## src/rtl/fetch_unit.sv

```systemverilog
// Instruction fetch stage: owns the PC, issues one word read at a time to
// instruction memory and hands each fetched word to decode over valid/ready.
// A branch redirect squashes whatever is in flight; an invalid opcode or a
// misaligned branch target stops fetch until the next reset.
module fetch_unit #(
  parameter int unsigned       ADDR_W   = 64,
  parameter logic [ADDR_W-1:0] RESET_PC = {ADDR_W{1'b0}}
) (
  input  logic              clk,
  input  logic              rst_n,
  output logic              imem_req,
  output logic [ADDR_W-1:0] imem_addr,
  input  logic [31:0]       imem_rdata,
  input  logic              imem_valid,
  output logic [31:0]       instr_out,
  output logic [6:0]        opcode_out,
  output logic [ADDR_W-1:0] pc_out,
  output logic              instr_valid,
  input  logic              id_ready,
  input  logic              branch_taken,
  input  logic [ADDR_W-1:0] branch_target,
  input  logic              inv_op,
  output logic              halted,
  output logic              misalign_err
);

  typedef enum logic [1:0] {
    ST_REQ  = 2'd0,
    ST_WAIT = 2'd1,
    ST_HOLD = 2'd2,
    ST_HALT = 2'd3
  } state_t;

  state_t            state;
  state_t            state_nxt;
  logic [ADDR_W-1:0] pc;
  logic [ADDR_W-1:0] pc_nxt;
  logic [ADDR_W-1:0] pc_out_nxt;
  logic [ADDR_W-1:0] pc_inc;
  logic              kill;
  logic              kill_nxt;
  logic [31:0]       instr_nxt;
  logic              valid_nxt;
  logic              halted_nxt;
  logic              misalign_nxt;
  logic              tgt_misaligned;

  // The request is a pure decode of the registered state; it is forced low
  // while reset is asserted so the memory sees nothing during reset.
  assign imem_req       = rst_n & (state == ST_REQ);
  assign imem_addr      = imem_req ? pc : {ADDR_W{1'b0}};
  assign opcode_out     = instr_out[6:0];
  assign pc_inc         = pc + {{(ADDR_W-3){1'b0}}, 3'd4};
  assign tgt_misaligned = (branch_target[1:0] != 2'b00);

  // State and datapath registers, asynchronously cleared.
  always_ff @(posedge clk or negedge rst_n) begin
    if (!rst_n) begin
      state        <= ST_REQ;
      pc           <= RESET_PC;
      kill         <= 1'b0;
      instr_out    <= 32'h0000_0000;
      pc_out       <= {ADDR_W{1'b0}};
      instr_valid  <= 1'b0;
      halted       <= 1'b0;
      misalign_err <= 1'b0;
    end else begin
      state        <= state_nxt;
      pc           <= pc_nxt;
      kill         <= kill_nxt;
      instr_out    <= instr_nxt;
      pc_out       <= pc_out_nxt;
      instr_valid  <= valid_nxt;
      halted       <= halted_nxt;
      misalign_err <= misalign_nxt;
    end
  end

  // Next-state and next-register logic; priority is halt on invalid opcode,
  // then misaligned-branch halt, then redirect, then the normal handshake.
  always_comb begin
    state_nxt    = state;
    pc_nxt       = pc;
    kill_nxt     = kill;
    instr_nxt    = instr_out;
    pc_out_nxt   = pc_out;
    valid_nxt    = instr_valid;
    halted_nxt   = halted;
    misalign_nxt = misalign_err;

    if (state == ST_HALT) begin
      valid_nxt  = 1'b0;
      halted_nxt = 1'b1;
    end else if (instr_valid && inv_op) begin
      state_nxt  = ST_HALT;
      valid_nxt  = 1'b0;
      halted_nxt = 1'b1;
    end else if (branch_taken && tgt_misaligned) begin
      state_nxt    = ST_HALT;
      valid_nxt    = 1'b0;
      halted_nxt   = 1'b1;
      misalign_nxt = 1'b1;
    end else if (branch_taken) begin
      pc_nxt = branch_target;
      case (state)
        ST_REQ: begin
          // The request already left this cycle; its response must be dropped.
          kill_nxt  = 1'b1;
          state_nxt = ST_WAIT;
        end
        ST_WAIT: begin
          if (imem_valid) begin
            kill_nxt  = 1'b0;
            state_nxt = ST_REQ;
          end else begin
            kill_nxt  = 1'b1;
            state_nxt = ST_WAIT;
          end
        end
        ST_HOLD: begin
          valid_nxt = 1'b0;
          state_nxt = ST_REQ;
        end
        default: begin
          state_nxt = ST_HALT;
        end
      endcase
    end else begin
      case (state)
        ST_REQ: begin
          state_nxt = ST_WAIT;
        end
        ST_WAIT: begin
          if (imem_valid && kill) begin
            kill_nxt  = 1'b0;
            state_nxt = ST_REQ;
          end else if (imem_valid) begin
            instr_nxt  = imem_rdata;
            pc_out_nxt = pc;
            valid_nxt  = 1'b1;
            pc_nxt     = pc_inc;
            state_nxt  = ST_HOLD;
          end else begin
            state_nxt = ST_WAIT;
          end
        end
        ST_HOLD: begin
          if (id_ready) begin
            valid_nxt = 1'b0;
            state_nxt = ST_REQ;
          end else begin
            state_nxt = ST_HOLD;
          end
        end
        default: begin
          state_nxt = ST_HALT;
        end
      endcase
    end
  end

endmodule

```

## config.mk

```make
export PLATFORM = sky130hd
export DESIGN_NAME = fetch_unit
export DESIGN_NICKNAME = d
export VERILOG_FILES = /design/src/rtl/fetch_unit.sv
export SDC_FILE = /design/constraint.sdc
export NUM_CORES = 1
export LEC_CHECK = 0
export CORE_MARGIN = 3
export CORE_UTILIZATION = 47
export DETAILED_ROUTE_END_ITERATION = 12
export PLACE_DENSITY = 0.81
export SETUP_SLACK_MARGIN = 0.2
export SLEW_MARGIN = 20
export SYNTH_ARGS = -nofsm -noshare
export SYNTH_HDL_FRONTEND = slang
export SYNTH_SLANG_ARGS = --single-unit
```

## constraint.sdc

```tcl
create_clock -name clk -period 3.3 [get_ports clk]
set_input_delay 0.33 -clock clk [delete_from_list [all_inputs] [get_ports clk]]
set_output_delay 0.33 -clock clk [all_outputs]
set_load 0.01 [all_outputs]
```

Word level (Yosys, flattened, before mapping)
Cells that the tools add are included.
{"block": "op_classes", "bitwise": 6, "n_addsub": 1, "n_mux": 31, "n_eq_ne": 8, "reduce_logical": 16}
{"cell": "$mux 64", "n": 5}
{"cell": "$add 64x3->64 const B", "n": 1}
{"cell": "$ne 6x6->1 const B", "n": 3}
{"cell": "$mux 1", "n": 16}
{"cell": "$mux 2", "n": 6}
{"cell": "$pmux 2 s3", "n": 2}
{"cell": "$reduce_and 6->1", "n": 2}
{"cell": "$reduce_bool 2->1", "n": 5}
{"cell": "$reduce_and 7->1", "n": 1}
{"cell": "$ne 5x1->1 const B", "n": 1}
{"cell": "$not 1->1", "n": 5}
{"cell": "$reduce_and 5->1", "n": 1}
{"cell": "$reduce_bool 5->1", "n": 1}
{"cell": "$eq 2x2->1 const B", "n": 2}
{"cell": "$pmux 1 s2", "n": 2}
{"cell": "$logic_and 1x1->1", "n": 3}
{"cell": "$reduce_and 3->1", "n": 1}
{"cell": "$reduce_bool 3->1", "n": 1}
{"cell": "$eq 2x1->1 const B", "n": 1}
{"cell": "$logic_not 2->1", "n": 1}
{"cell": "$ne 2x2->1 const B", "n": 1}
{"cell": "$and 1x1->1", "n": 1}
{"block": "totals", "elab_cells": 70, "ff_bits": 166, "output_inout_bits": 171, "in_bits": 102}

Longest topological paths before layout
Gate-level depths: netlist (run 1).
{"block": "logic_depth", "depth_word": 7, "ltp_mapped": 8, "mapped_depth_nobuf": 6}

Worst setup path before layout (run 1)
Ideal clock, no wire load.
{"block": "synth_timing", "path_kind": "reg-to-reg", "from": "reg pc[2]", "to": "reg pc[54]", "arrival_ns": 2.331, "setup_ns": 0.126, "setup_slack_ns": 0.843, "synth_period_minus_slack_ns": 2.457, "required_time_ns": 3.174, "path_stages_with_launch": 9, "path_cell_list": "dfrtp_1 > ha_1 > nand3_1 > or4_1 > buf_2 > or2_1 > clkbuf_2 > or4_1 > o311a_1"}
{"block": "synth_between", "elab_chain_len": 5}
{"item": "start, declared", "line_no": "36", "text": "logic [ADDR_W-1:0] pc;"}
{"item": "start signal, assigned", "line_no": "69", "text": "pc <= pc_nxt;"}
{"item": "$add 64x3->64", "line_no": "53", "text": "assign pc_inc = pc + {{(ADDR_W-3){1'b0}}, 3'd4};"}
{"item": "$mux 64", "line_no": "137", "text": "end else if (imem_valid) begin"}
{"item": "$mux 64", "line_no": "134", "text": "if (imem_valid && kill) begin"}
{"item": "$mux 64", "line_no": "129", "text": "case (state)"}
{"item": "$mux 64", "line_no": "103", "text": "end else if (branch_taken) begin"}
Every way passes these cells. The select of a mux whose other input is x is not followed.
A chain may end at the register's enable or synchronous reset.

Worst setup path after layout (run 1)
{"block": "layout_timing", "from": "reg pc[3]", "to": "reg pc[54]"}
The elaborated chain is that of the path after synthesis.

==> results.sh, run 1 <==
export IMPL_outcome="finished, final reports clean"
export IMPL_drt_total_wl_um=29900
export IMPL_die_w_um=143
export IMPL_slew_viol_final=0
export IMPL_ctsLongestPathBuffers=2
export IMPL_firstDrtPassIters=6
export IMPL_synth_warnings=0
export IMPL_synth_top_cell_area_share=0.473
export IMPL_cts_tree="built"
export IMPL_rows=49
export IMPL_cts_buffers=17
export IMPL_skew_ps=10.1
export IMPL_ys_seq_elements=166
export IMPL_r2r_cells=6
export IMPL_synth_enable_flop_cells=0
export IMPL_yosys_cell_count_top_type="nand2_1"
export IMPL_worstSetupPathType="reg2reg"
export IMPL_min_period_ps=2700
export IMPL_wire_per_inst_um=19.5
export IMPL_tns_ps=0
export IMPL_dp_hpwl_um=21100
export IMPL_syn_cell_area_sq_mm=0.00879
export IMPL_htreeDepth=4
export IMPL_grt_overflow=0
export IMPL_multiInputGateArea_sq_mm=0.00424
export IMPL_clk_pin_slew_ps=60
export IMPL_reg2reg_from="pc[3]$_DFFE_PN0P_"
export IMPL_area_growth_pct=40.0
export IMPL_fp_dieArea_sq_mm=0.0204
export IMPL_start_util=0.484
export IMPL_antenna_found_initial=1
export IMPL_startpoint_type="register"
export IMPL_drtIter0Drc=989
export IMPL_synthArstFlopShare=1.00
export IMPL_cts_sinks=166
export IMPL_die_h_um=143
export IMPL_cp_arrival_ps=3010
export IMPL_coreArea_sq_mm=0.0181
export IMPL_dpl_cell_area_sq_mm=0.0117
export IMPL_drv_cap=0
export IMPL_nets=1397
export IMPL_p_leak_nw=5.43
export IMPL_worst_ep_required_time_ps=3610
export IMPL_grt_pass1_wl_um=47500
export IMPL_final_cells=1535
export IMPL_worstMarginPinSlew_ps=910
export IMPL_post_place_ws_ps=656
export IMPL_synth_cells=1067
export IMPL_ioPinCount=273
export IMPL_utilization=0.678
export IMPL_placedCellCount=1504
export IMPL_r2r_end="pc[54]$_DFFE_PN0P_"
export IMPL_rsz0062_at_grt="false"
export IMPL_worst_slack_ps=605
export IMPL_synth_common_cells="339 x nand2_1, 166 x dfrtp_1, 72 x and2_1"
export IMPL_grt_max_degree=72
export IMPL_syn_area_per_cell_sq_um=8.24
export IMPL_fmax_mhz=371
export IMPL_vias=8973
export IMPL_drive_gt1_frac=0.0582
export IMPL_antenna_left=0
export IMPL_seq_area_sq_mm=0.00415
export IMPL_synth_top_area_cell="dfrtp_1"
export IMPL_place_gp_congestion=0.928
export IMPL_ys_top_cells_by_area="dfrtp_1 47%, nand2_1 14%, and2_1 5.1%, nand4_1 3.1%, clkbuf_1 2.9%"
export IMPL_clk_insertion_delay_late_ps=430
export IMPL_fillers=1474
export IMPL_drc=0
export IMPL_ys_types=62
export IMPL_vdd_drop_max_mv=0.407
export IMPL_hold_path_class="in2async"
export IMPL_root_buffer="clkbuf_16"
export IMPL_powerDensity_mw_per_mm2=639
export IMPL_track_usage=0.293
export IMPL_hold_buffers=0
export IMPL_post_cts_resized=0
export IMPL_numPortBuffers=272
export IMPL_synthFlopType="dfrtp_1"
export IMPL_setup_violations=0
export IMPL_slew_headroom=0.387
export IMPL_viasPerCell=5.85
export IMPL_cts_setup_buffers=0
export IMPL_postLayoutCellArea_sq_mm=0.0123
export IMPL_post_route_period_util=0.817
export IMPL_grt_pass1_vias=8632
export IMPL_n_antenna_cell=0
export IMPL_r2r_slack_ps=600
export IMPL_crit_fanout=7
export IMPL_synth_fp_nets=1170
export IMPL_hold_viol=0
export IMPL_synth_seq_area_share=0.473
export IMPL_critPathCaptureType="register"
report_power, final:
group          internal (mW)  total, mW  switching [mW]  leakage [nW]
sequential              2.63       3.29           0.663          2.21
combinational           1.33       2.47            1.14          2.93
clock                   1.27       2.10           0.836         0.287
cell families (layout without fill, tap and decap cells):
logic type / count (synthesis) / in the layout / share of synthesized area
buffers and inverters: 102 / 341 / 0.0481
xor gates and xnor gates: 2 / 2 / 0.00199
DFF: 166 / 166 / 0.473
muxes: 23 / 23 / 0.0268
adders and majority gates: 1 / 1 / 0.00142
AOI/OAI and AO/OA: 148 / 148 / 0.113
and+or+nand+nor: 625 / 625 / 0.336
cell type report:
cell class	count	share of cell area
well taps	229	0.0233
inverters	9	0.00275
repair buffers	301	0.242
clock buffers	20	0.0355
multi-input cells	799	0.345
flip-flops and latches	166	0.338
clock inverters	11	0.0141
routing by layer:
layer  vias to the layer above  share of wire  GRT usage
met4                         2          0.032      0.105
met3                        84           0.11     0.0951
met1                      4263           0.40      0.391
li1                       4130              -          -
met2                       494           0.46      0.450
met5                         -        0.00043          0
registers in the layout, indices dropped and copies added, names as in the netlist:
| register | count |
|---|---|
| misalign_err | 1 |
| halted | 1 |
| instr_valid | 1 |
| pc | 64 |
| instr_out | 32 |
| state | 2 |
| pc_out | 64 |
| kill | 1 |
through the flow:
| stage | hold WS, ps | total power [mW] |
|---|---|---|
| after floorplan | 34.4 | 4.37 |
| after global placement | 453 | 5.68 |
| after detailed placement | 458 | 5.76 |
| after CTS | 26.0 | 7.88 |
| after global routing | 58.2 | 8.29 |
| final | 5.29 | 7.87 |
how the worst max path moves through the flow:
stage | startpoint | endpoint | slack (ps) | depth (start not counted)
6_report | pc[3]$_DFFE_PN0P_ | pc[54]$_DFFE_PN0P_ | 600 | 6
5_1_grt | pc[10]$_DFFE_PN0P_ | pc[49]$_DFFE_PN0P_ | 430 | 5
4_1_cts | state[1]$_DFFE_PN0N_ | imem_addr[35] | 610 | 4
3_5_place_dp | pc[3]$_DFFE_PN0P_ | pc[54]$_DFFE_PN0P_ | 660 | 6
3_3_place_gp | pc[2]$_DFFE_PN0P_ | pc[54]$_DFFE_PN0P_ | 730 | 6
2_1_floorplan | pc[2]$_DFFE_PN0P_ | pc[54]$_DFFE_PN0P_ | 840 | 8
cells in the final DEF, fill, tap and decap left out, drive strengths merged, types with 6 or more instances in the layout:
| master | instances |
|---|---|
| a211oi | 8 |
| o21ai | 23 |
| nor4 | 24 |
| a21oi | 28 |
| clkdlybuf4s50 | 271 |
| a31oi | 7 |
| clkbuf | 20 |
| nand4 | 45 |
| o311a | 6 |
| nor3 | 21 |
| mux2i | 19 |
| and3 | 20 |
| and2 | 73 |
| buf | 30 |
| dfrtp | 166 |
| nor2 | 44 |
| inv | 11 |
| nand3 | 30 |
| nand2 | 339 |
| o22ai | 29 |
worst max-delay path: stages (launching register included):
cell and delay, ps:
dfrtp_1 440, ha_1 230, nand3_1 210, or4_1 700, or2_1 370, or4_1 490
o311a_1 140
(Power assumes the default switching activity.)
==> run 2: changes to the inputs <==
--- a/config.mk
+++ b/config.mk
@@ -6,9 +6,9 @@
 export NUM_CORES = 1
 export LEC_CHECK = 0
 export CORE_MARGIN = 3
-export CORE_UTILIZATION = 47
+export CORE_UTILIZATION = 43
 export DETAILED_ROUTE_END_ITERATION = 12
-export PLACE_DENSITY = 0.81
+export PLACE_DENSITY = 0.78
 export SETUP_SLACK_MARGIN = 0.2
 export SLEW_MARGIN = 20
 export SYNTH_ARGS = -nofsm -noshare
==> constraint.sdc (replaced) <==
create_clock -name clk -period 2.3 [get_ports clk]
set_input_delay 0.23 -clock clk [delete_from_list [all_inputs] [get_ports clk]]
set_output_delay 0.23 -clock clk [all_outputs]
set_load 0.01 [all_outputs]
==> run 2 against run 1 <==
Count of clock-buffer cells in the layout decreased by 2. Combinational power up 100%. Via count is 11% higher. Worst setup slack got worse by 510 ps. Largest power group is now combinational logic. Routed wire length is 21% higher. Die area rose by 8.9%.
==> results.sh, run 2 (synthesis gave the netlist of run 1 again) <==
export IMPL_grt_overflow=0
export IMPL_mostFrequentLayoutCells="332 x nand2_1, 206 x clkdlybuf4s50_1, 162 x dfrtp_1"
export IMPL_slew_viol_final=0
export IMPL_fmax_mhz=454
export IMPL_htreeDepth=4
export IMPL_r2r_cells=8
export IMPL_viasPerCell=5.85
export IMPL_clk_pin_slew_ps=70
export IMPL_cpMaxStageDelayCell="dfrtp_1"
export IMPL_powerDensity_mw_per_mm2=884
export IMPL_cts_buffers=17
export IMPL_crit_start="pc[3]$_DFFE_PN0P_"
export IMPL_skew_ps=8.67
export IMPL_grt_max_degree=130
export IMPL_antenna_found_initial=1
export IMPL_swShare=0.347
export IMPL_reg2reg_from="pc[3]$_DFFE_PN0P_"
export IMPL_start_util=0.444
export IMPL_startpoint_type="register"
export IMPL_endpoint="pc[57]$_DFFE_PN0P_"
export IMPL_ioPinCount=273
export IMPL_numPortBuffers=272
export IMPL_dpl_cell_area_sq_mm=0.0126
export IMPL_root_buffer="clkbuf_16"
export IMPL_wire_per_inst_um=21.2
export IMPL_place_gp_congestion=0.944
export IMPL_worstMarginPinSlew_ps=723
export IMPL_grt_pass1_vias=9297
export IMPL_track_usage=0.289
export IMPL_hold_path_class="in2reg"
export IMPL_min_delay_start="imem_rdata[27]"
export IMPL_cts_tree="built"
export IMPL_crit_fanout=7
export IMPL_cpPeakStageDelay_ps=390
export IMPL_cp_arrival_ps=2520
export IMPL_coreArea_sq_mm=0.0198
export IMPL_n_antenna_cell=0
export IMPL_dp_hpwl_um=22900
export IMPL_critPathCaptureType="register"
export IMPL_drtIter0Drc=1151
export IMPL_setup_violations=0
export IMPL_outcome="finished, final reports clean"
export IMPL_combPwrFrac=0.403
export IMPL_area_growth_pct=58.5
export IMPL_tns_ps=0
export IMPL_p_leak_nw=6.63
export IMPL_worstSetupPathType="reg2reg"
export IMPL_drc=0
export IMPL_path_common_cell="buf_4"
export IMPL_drt_total_wl_um=36200
export IMPL_ctsLongestPathBuffers=2
export IMPL_cts_sinks=166
export IMPL_seq_power_share=0.354
export IMPL_postLayoutCellArea_sq_mm=0.0139
export IMPL_fp_dieArea_sq_mm=0.0222
export IMPL_vias=9985
export IMPL_r2r_end="pc[57]$_DFFE_PN0P_"
export IMPL_min_period_ps=2200
export IMPL_cpLargestDelayFamily="simple AND/OR/NAND/NOR gates"
export IMPL_cp_depth=8
export IMPL_switching_power_mw=4.27
export IMPL_worst_ep_required_time_ps=2620
export IMPL_r2r_slack_ps=100
export IMPL_finalPower_mw=12.3
export IMPL_nets=1531
export IMPL_rows=51
export IMPL_vdd_drop_max_mv=0.652
export IMPL_clk_insertion_delay_late_ps=440
export IMPL_hold_viol=0
export IMPL_die_w_um=149
export IMPL_top_regs="pc (64), pc_out (64), instr_out (32)"
export IMPL_drive_gt1_frac=0.232
export IMPL_slew_headroom=0.518
export IMPL_pwr_share_clk=0.242
export IMPL_grt_pass1_wl_um=50600
export IMPL_post_route_period_util=0.958
export IMPL_intPower_mw=8.04
export IMPL_rsz0062_at_grt="true"
export IMPL_crit_chain="buf_4 > buf_4 > nand4_1 > nor3_1 > nand4_1 > buf_4 > mux2i_1 > a211oi_1"
export IMPL_die_h_um=149
export IMPL_antenna_left=0
export IMPL_crit_buf_inv=3
export IMPL_drv_cap=0
export IMPL_firstDrtPassIters=6
export IMPL_final_common_cell="nand2_1"
## run 2: cell count changes in the layout (fill, tap and decap cells not counted), moves of 9 or more
cell             delta
buf_12             +12
clkdlybuf4s50_1    -65
clkbuf_16           +9
buf_6              +34
buf_4              +89
clkbuf_2           +39
and2_4             +18
and2_1             -19
## run 2: power groups by stage
stage | sequential [mW] | combinational [mW] | clock, mW
global route | 4.45 | 5.31 | 3.15
detailed placement | 4.38 | 4.39 | 0
floorplan | 4.61 | 1.67 | 0
finish | 4.36 | 4.97 | 2.99
global placement | 4.34 | 4.31 | 0
CTS | 4.33 | 4.47 | 3.01
## run 2: area by class of cell
type / instances / area (sq um)
clock inverters: 14 / 166
fillers: 1479 / 5860
multi-input cells: 799 / 4540
well taps: 265 / 332
flip-flops and latches: 166 / 4160
repair buffers: 435 / 4250
clock buffers: 18 / 439
inverters: 9 / 33.8
## run 2: timing repair
action / CTS / global route
hold buffers: 0 / 1
endpoints found under the hold margin: 0 / 1
resized for setup: 102 / 224
endpoints found under the setup margin: 70 / 109
pin swaps: 6 / 30
buffers inserted: 7 / 23
gates cloned: 2 / 9
## run 2: worst min path at each step
stage,to,slack (ps),cells past startpoint
floorplan,halted$_DFFE_PN0P_,-70,0
global placement,pc[8]$_DFFE_PN0P_,440,2
detailed placement,pc_out[8]$_DFFE_PN0P_,450,2
CTS,pc_out[8]$_DFFE_PN0P_,1,2
global route,instr_out[11]$_DFFE_PN0P_,320,3
finish,instr_out[27]$_DFFE_PN0P_,310,3
## run 2: routing by layer
layer	global-route usage	vias to the layer above	part of all wire
met5	0	-	0.00019
met4	0.106	2	0.040
met3	0.0723	142	0.11
met2	0.463	701	0.47
met1	0.382	4737	0.39
li1	-	4403	-
## run 2: stage by stage
step	setup WS (ps)	util	hold WS, ps	std cells
after floorplan	-89.9	-	-65.6	1067
after global placement	94.1	0.635	441	1632
after detailed placement	22.2	0.635	454	1632
after CTS	2.59	0.672	1.10	1673
after global routing	57.1	0.704	318	1706
final	97.6	0.704	313	1706
## run 2: worst reg2reg max path, stage by stage (launching register included)
cell and delay [ps]:
dfrtp_1 390, buf_4 120, buf_4 140, nand4_1 250
nor3_1 380, nand4_1 150, buf_4 220, mux2i_1 150
a211oi_1 300
==> run 3: changes to the inputs <==
--- a/config.mk
+++ b/config.mk
@@ -10,6 +10,7 @@
 export DETAILED_ROUTE_END_ITERATION = 12
 export PLACE_DENSITY = 0.78
 export SETUP_SLACK_MARGIN = 0.2
+export SKIP_LAST_GASP = 1
 export SLEW_MARGIN = 20
 export SYNTH_ARGS = -nofsm -noshare
 export SYNTH_HDL_FRONTEND = slang
==> run 3 against run 2 <==
The flow now finishes with violations (negative setup slack). Routed wire length up 0.70%. Critical path depth fell by 3. First-iteration DRC count decreased by 9.8%. Non-clock buffer count increased by 3. Worst hold slack worse by 3.3 ps. Via count increased by 0.30%. Flip-flop and latch count unchanged. Design area is 1.1% higher. Global-route usage about the same. Count of clock-buffer cells in the layout is the same. Fmax down 7.5%. Sequential share of layout area down 0.32 points.
==> results.sh, run 3 (synthesis gave the netlist of run 1 again) <==
export IMPL_outcome="finished, violations left"
export IMPL_violations="negative setup slack"
export IMPL_hold_depth=3
export IMPL_crit_start="state[0]$_DFFE_PN0N_"
export IMPL_worst_ep_required_time_ps=2070
export IMPL_ioPinCount=273
export IMPL_vdd_drop_max_mv=0.671
export IMPL_nets=1534
export IMPL_wire_per_inst_um=21.3
export IMPL_combPwrFrac=0.409
export IMPL_firstDrtPassIters=6
export IMPL_mostFrequentLayoutCells="330 x nand2_1, 224 x clkdlybuf4s50_1, 162 x dfrtp_1"
export IMPL_final_common_cell="nand2_1"
export IMPL_place_gp_congestion=0.944
export IMPL_grt_max_degree=130
export IMPL_viasPerCell=5.86
export IMPL_dpl_cell_area_sq_mm=0.0126
export IMPL_antenna_left=0
export IMPL_rows=51
export IMPL_finalPower_mw=12.4
export IMPL_antenna_found_initial=1
export IMPL_drive_gt1_frac=0.196
export IMPL_drv_cap=0
export IMPL_track_usage=0.289
export IMPL_grt_pass1_vias=9305
export IMPL_root_buffer="clkbuf_16"
export IMPL_startpoint_type="register"
export IMPL_pwr_share_clk=0.240
export IMPL_tns_ps=-1250
export IMPL_cpMaxStageDelayCell="clkdlybuf4s50_1"
export IMPL_cp_depth=5
export IMPL_utilization=0.711
export IMPL_rsz0062_at_grt="true"
export IMPL_placedCellCount=1632
export IMPL_dp_hpwl_um=22900
export IMPL_grt_overflow=0
export IMPL_cts_buffers=17
export IMPL_fillers=1460
export IMPL_reg2reg_from="state[1]$_DFFE_PN0N_"
export IMPL_intPower_mw=8.12
export IMPL_cpLargestDelayFamily="buffers and inverters"
export IMPL_slew_viol_final=0
export IMPL_drc=0
export IMPL_clk_pin_slew_ps=70
export IMPL_hold_ws_ps=310
export IMPL_final_cells=1709
export IMPL_switching_power_mw=4.32
export IMPL_worstSetupPathType="reg2out"
export IMPL_min_delay_start="imem_rdata[27]"
export IMPL_hold_path_class="in2reg"
export IMPL_start_util=0.444
export IMPL_seq_power_share=0.351
export IMPL_cts_tree="built"
export IMPL_crit_chain="nor3b_4 > buf_4 > buf_16 > and2_1 > clkdlybuf4s50_1"
export IMPL_post_place_ws_ps=22.2
export IMPL_crit_fanout=28
export IMPL_htreeDepth=4
export IMPL_post_route_period_util=1.04
export IMPL_die_h_um=149
export IMPL_cp_arrival_ps=2150
export IMPL_critPathCaptureType="output port"
export IMPL_p_leak_nw=6.77
export IMPL_min_period_ps=2380
export IMPL_skew_ps=11.9
export IMPL_powerDensity_mw_per_mm2=884
export IMPL_n_antenna_cell=0
export IMPL_r2r_slack_ps=-20
export IMPL_r2r_cells=12
export IMPL_clk_insertion_delay_late_ps=440
export IMPL_die_w_um=149
export IMPL_cts_sinks=166
export IMPL_ctsLongestPathBuffers=2
export IMPL_vias=10000
export IMPL_grt_pass1_wl_um=50700
export IMPL_drtIter0Drc=1038
export IMPL_coreArea_sq_mm=0.0198
export IMPL_numPortBuffers=272
export IMPL_top_regs="pc (64), pc_out (64), instr_out (32)"
export IMPL_area_growth_pct=60.2
export IMPL_fmax_mhz=420
export IMPL_swShare=0.347
export IMPL_drt_total_wl_um=36400
export IMPL_fp_dieArea_sq_mm=0.0222
export IMPL_hold_viol=0
export IMPL_worst_slack_ps=-81.0
export IMPL_postLayoutCellArea_sq_mm=0.0141
export IMPL_cpPeakStageDelay_ps=520
export IMPL_setup_violations=19
export IMPL_slew_headroom=0.518
export IMPL_crit_buf_inv=3
export IMPL_worstMarginPinSlew_ps=723
[run 3: path summary, 6_finish.rpt]
check	endpoint
setup reg to reg	pc[30]$_DFFE_PN0P_
hold reg to reg	instr_out[11]$_DFFE_PN0P_
min in group asynchronous	pc_out[14]$_DFFE_PN0P_
setup / recovery	imem_addr[10]
max in group asynchronous	pc[37]$_DFFE_PN0P_
hold / removal	instr_out[27]$_DFFE_PN0P_
[run 3: worst register-to-register path, stage by stage, from the launching register on]
cell       delay (ps)
dfrtp_2           440
buf_4             150
buf_6             120
nor4bb_4          240
buf_4             180
buf_4             120
o211a_4           250
buf_12            160
buf_8             110
clkbuf_16         140
nand2_1            50
mux2i_1           150
a21oi_1           100
[run 3: timing repair]
action                                  in CTS  in global routing
hold buffers                                 0                  1
hold endpoints to repair                     0                  1
setup buffers                                7                 22
gates resized for setup                     47                123
cloned                                       2                 13
pin swaps                                    5                 35
endpoints found under the setup margin      70                114
[run 3: power groups by stage]
stage          clock [mW]  sequential, mW  combinational (mW)
4_1_cts              3.01            4.33                4.47
2_1_floorplan           0            4.61                1.67
6_report             2.99            4.36                5.09
5_1_grt              3.14            4.45                5.44
3_3_place_gp            0            4.34                4.31
3_5_place_dp            0            4.38                4.39
[run 3: routing by layer]
layer	up-vias	global-route usage	share of wire
met2	652	0.463	0.46
met3	128	0.0708	0.10
li1	4421	-	-
met1	4812	0.384	0.39
met4	2	0.106	0.038
met5	-	0	0.00019
[run 3: layout make-up]
type	count	area (sq um)	area share
clock buffer	18	439	0.0312
tap	265	332	0.0236
clock inverter	14	166	0.0118
timing repair buffer	438	4390	0.312
multi-input combinational	799	4560	0.324
sequential	166	4160	0.296
inverter	9	33.8	0.00240
